File: src/rtl/dsp_mul_seq_pkg.sv
// dsp_mul_seq_pkg: shared width, state encoding and iteration-counter width
// for the sequential shift-add multiplier.
`default_nettype none

package dsp_mul_seq_pkg;

  localparam int XLEN  = 32;
  localparam int CNT_W = 5;

  typedef enum logic [1:0] {
    IDLE = 2'd0,
    RUN  = 2'd1,
    DONE = 2'd2
  } state_t;

endpackage

`default_nettype wire

File: src/rtl/dsp_mul_seq.sv
// dsp_mul_seq: 32-iteration shift-add multiplier (low word) driving an external add/sub unit.
// Optional macro EARLY_TERM_EN: finish as soon as the remaining multiplier bits are zero.
`default_nettype none

module dsp_mul_seq #(
  parameter int XLEN = dsp_mul_seq_pkg::XLEN
) (
  input  logic            clk,
  input  logic            rst,
  input  logic            start,
  input  logic [XLEN-1:0] op_a,
  input  logic [XLEN-1:0] op_b,
  output logic            busy,
  output logic            done,
  output logic [XLEN-1:0] result,
  output logic [XLEN-1:0] add_in1,
  output logic [XLEN-1:0] add_in2,
  output logic            add_sub,
  input  logic [XLEN-1:0] add_out
);

  import dsp_mul_seq_pkg::*;

  state_t             state;
  state_t             state_nxt;
  logic [XLEN-1:0]    acc;
  logic [XLEN-1:0]    mcand;
  logic [XLEN-1:0]    mplier;
  logic [CNT_W-1:0]   count;
  logic               accept;
  logic               last_iter;
  logic               zero_mplier_start;

  assign accept = start && ((state == IDLE) || (state == DONE));

`ifdef EARLY_TERM_EN
  assign last_iter         = (count == {CNT_W{1'b1}}) || (mplier[XLEN-1:1] == '0);
  assign zero_mplier_start = (op_b == '0);
`else
  assign last_iter         = (count == {CNT_W{1'b1}});
  assign zero_mplier_start = 1'b0;
`endif

  always_comb begin
    state_nxt = state;
    case (state)
      IDLE, DONE: begin
        if (start)
          state_nxt = zero_mplier_start ? DONE : RUN;
        else
          state_nxt = IDLE;
      end
      RUN:     if (last_iter) state_nxt = DONE;
      default: state_nxt = IDLE;
    endcase
  end

  // The adder is shared with the rest of the datapath, so keep its inputs quiet outside RUN.
  always_comb begin
    add_in1 = '0;
    add_in2 = '0;
    add_sub = 1'b0;
    if (state == RUN) begin
      add_in1 = acc;
      add_in2 = mplier[0] ? mcand : '0;
    end
  end

  always_ff @(posedge clk or posedge rst) begin
    if (rst) begin
      state  <= IDLE;
      acc    <= '0;
      mcand  <= '0;
      mplier <= '0;
      count  <= '0;
      result <= '0;
    end else begin
      state <= state_nxt;
      if (accept) begin
        mcand  <= op_a;
        mplier <= op_b;
        acc    <= '0;
        count  <= '0;
        if (zero_mplier_start)
          result <= '0;
      end else if (state == RUN) begin
        acc    <= add_out;
        mcand  <= mcand << 1;
        mplier <= mplier >> 1;
        count  <= count + 1'b1;
        if (last_iter)
          result <= add_out;
      end
    end
  end

  assign busy = (state == RUN);
  assign done = (state == DONE);

endmodule

`default_nettype wire

File: config.mk
export PLATFORM = sky130hd
export DESIGN_NAME = dsp_mul_seq
export DESIGN_NICKNAME = d
export VERILOG_FILES = /design/src/rtl/dsp_mul_seq_pkg.sv /design/src/rtl/dsp_mul_seq.sv
export SDC_FILE = /design/constraint.sdc
export NUM_CORES = 1
export LEC_CHECK = 0
export ABC_AREA = 1
export CORE_MARGIN = 2
export CORE_UTILIZATION = 51
export DETAILED_ROUTE_END_ITERATION = 10
export GPL_TIMING_DRIVEN = 0
export PLACE_DENSITY = 0.86
export SLEW_MARGIN = 10
export SYNTH_ARGS = -nofsm -noshare
export SYNTH_HDL_FRONTEND = slang
export SYNTH_SLANG_ARGS = --single-unit
File: constraint.sdc
create_clock -name clk -period 8 [get_ports clk]
set_input_delay 2 -clock clk [delete_from_list [all_inputs] [get_ports clk]]
set_output_delay 2 -clock clk [all_outputs]
set_load 0.02 [all_outputs]
==> impl_metrics.csv <==
group,metric,value,unit
pwr,swShare,40.9,%
synth,ys_seq_area_share,52.8,%
sta,max_slew_margin,58.7,%
cts,clock_latency,420,ps
sta,period_share,54.1,%
critical_path,cp_max_fo,10,
place,dp_cells,1236,
global_routing,grt_usage,26.4,%
pwr,peakVddDrop,0.000267,V
floorplan,row_count,40,
synth,synth_warnings,0,
critical_path,crit_family,"buffers and inverters",
pwr,clkPwrFrac,20.0,%
detailed_routing,drtIter0Drc,460,
detailed_routing,wl_per_cell,13.4,µm
pwr,power.density,421,mW/mm²
detailed_routing,drtAntennaViolNets,0,
global_routing,grt_pass1_vias,5702,
pwr,leakagePower,4.85,nW
sta,setup_viol,0,
critical_path,critPathMostFrequentCell,"buf_2",
sta,finalHoldViolCount,0,
cells_and_area,final_area,0.00920,mm²
cts,htreeDepth,4,
cells_and_area,antenna_cells,0,
run,drv_cap,0,
cts,cts_tree,"done",
critical_path,cp-end-kind,"primary output",
sta,maxSlewViolCount,0,
detailed_routing,dr.pass1.iters,5,
detailed_routing,viasPerCell,4.74,
cts,cts.sinks,135,
sta,period_minus_slack,4330,ps
sta,skew,7.85,ps
place,pre_cts_ws,4130,ps
pwr,p_seq_share,30.4,%
global_routing,grt-ovfl-total,0,
pwr,p_int,2.29,mW
cts,postCtsSetupRepairBufs,0,
cells_and_area,final_core_util,75.9,%
detailed_routing,routed_wl,17000,µm
synth,syn-cell-area,0.00640,mm²
global_routing,antenna_found_initial,0,
synth,synth_seq_cells,135,
global_routing,grt_pass1_wl,27400,µm
detailed_routing,num_vias,6012,
cts,cts-resized-gates,0,
pwr,p_switching,1.58,mW
run_status,status,"finished clean",
critical_path,crit_path_top_delay_cell,"clkdlybuf4s50_1",
cts,cts-root-buf,"clkbuf_16",
critical_path,cp.arrival,2330,ps
critical_path,worstPathRequired,6000,ps
critical_path,path_cells,"inv_1 > nand2_1 > buf_4 > buf_2 > buf_2 > nor2_1 > clkdlybuf4s50_1",
synth,postSynthNetCount,972,
synth,avgSynthCellArea,7.35,µm²
sta,fmax,231,MHz
detailed_routing,drc_errors,0,
global_routing,grt_max_degree,70,
sta,tns,0,ps
critical_path,crit_buf_inv,5,
hold_path,hp-class,"reg2reg",
place,placed_area,0.00861,mm²
synth,synth_cell_types,18,
cts,ctsHoldBuffers,0,
sta,worst_hold_slack,478,ps
cts,cts-buffers-inserted,17,
place,place_hpwl,11900,µm
floorplan,die_w,116,µm
floorplan,die-area,0.0135,mm²
pwr,power,3.87,mW
cells_and_area,final_layout_size_suffix_gt1_share,6.45,%
critical_path,critPathMaxStageDelay,650,ps
floorplan,ios,198,
sta,worst_slack,3670,ps
floorplan,coreArea,0.0121,mm²
sta,tightest_slew,620,ps
cts,clock_path_buffers,2,
cells_and_area,fin_nets,1188,
critical_path,path_class,"reg2out",
place,gp_congestion,0.870,
pwr,p_comb_share,49.6,%
cells_and_area,final_cell_count_no_fill,1268,
cts,clkTransAtPathRegs,60,ps
cells_and_area,area_growth,43.7,%
critical_path,cp-start-kind,"flop",
place,port_buffers,196,
synth,syn_inst,871,
sta,rsz0062_at_grt,"no",
floorplan,die_h,116,µm
floorplan,start_util,52.9,%
-- synthesized netlist by cell type --
library cell / instances / area (µm²)
nand2_1: 373 / 1400
inv_1: 150 / 563
dfrtp_1: 135 / 3380
nor2_1: 69 / 259
o21ai_0: 36 / 180
o22ai_1: 32 / 200
buf_2: 24 / 120
nand3_1: 18 / 90.1
clkbuf_1: 16 / 60.1
buf_6: 6 / 67.6
inv_2: 3 / 11.3
buf_4: 2 / 15.0
ha_1: 2 / 25.0
a21oi_1: 1 / 5.00
conb_1: 1 / 3.75
nand2_2: 1 / 6.26
nand2_4: 1 / 11.3
o21ai_1: 1 / 5.00
-- worst min-delay path: cells and delay by family, from the launching register on --
family | cells | cell delay, ps
simple gates | 2 | 100
flops | 1 | 340
-- flip-flops by register name (all words and copies together), names as in the netlist --
name    flops
state       2
count       5
acc        32
mcand      32
result     32
mplier     32
-- cells in the final DEF, fill, tap and decap left out --
cell / instances
conb_1: 1
clkdlybuf4s50_1: 196
nand2_4: 1
nand3_1: 18
nand2_1: 373
clkinv_4: 1
buf_2: 24
clkinvlp_4: 3
o21ai_1: 1
inv_2: 3
inv_6: 2
clkbuf_8: 3
nor2_1: 69
dfrtp_1: 135
inv_1: 149
a21oi_1: 1
o22ai_1: 32
buf_6: 6
buf_16: 1
o21ai_0: 36
clkinv_2: 5
buf_4: 2
bufinv_16: 2
nand2_2: 1
ha_1: 2
clkbuf_16: 17
clkbuf_1: 16
-- final cells by class --
type	instances	area [µm²]
clock buffers	20	467
clock inverters	12	125
flip-flops and latches	135	3380
fillers	903	2910
well taps	168	210
plain buffers	48	263
repair buffers	197	1990
inverters	153	579
multi-input cells	535	2190
-- power groups by stage --
stage	registers (mW)	clock network, mW	logic (mW)
6_report	1.18	0.773	1.92
5_1_grt	1.22	0.807	2.12
4_1_cts	1.18	0.778	1.93
3_5_place_dp	1.18	0	1.92
3_3_place_gp	1.17	0	1.87
2_1_floorplan	1.25	0	1.07
-- metal layers --
metal  share of wire [%]  vias up  global-route usage, %  wire [µm]
met5                   0        -                      0          0
met4                 2.2        0                   8.65        368
met3                 4.5       32                   6.17        762
met2                  50      165                   44.8       8550
met1                  43     2819                   33.7       7310
li1                    -     2996                      -          -
-- kinds of logic after synthesis --
kind of cell             Yosys count  share of synthesized area, %
AND/OR/NAND/NOR                  462                          27.6
buffers and inverters            201                          13.1
flip-flops                       135                          52.8
AO/OA/AOI/OAI                     70                          6.10
adder cells (fa/ha/maj)            2                         0.391
other                              1                        0.0586
-- final timing paths --
| check | from | endpoint | slack (ps) | cells after the start |
|---|---|---|---|---|
| worst min-delay path | mplier[9]$_DFFE_PP0P_ | mplier[9]$_DFFE_PP0P_ | 480 | 2 |
| worst max register to register | count[0]$_DFFE_PP0P_ | result[8]$_DFFE_PP0P_ | 5990 | 8 |
| max in group asynchronous | rst | mplier[20]$_DFFE_PP0P_ | 5200 | 3 |
| worst min register to register | mplier[9]$_DFFE_PP0P_ | mplier[9]$_DFFE_PP0P_ | 480 | 2 |
| worst max-delay path | state[1]$_DFFE_PP0P_ | add_in1[26] | 3670 | 7 |
| min in group asynchronous | rst | acc[24]$_DFFE_PP0P_ | 2050 | 2 |
(Power assumes the default switching activity.)
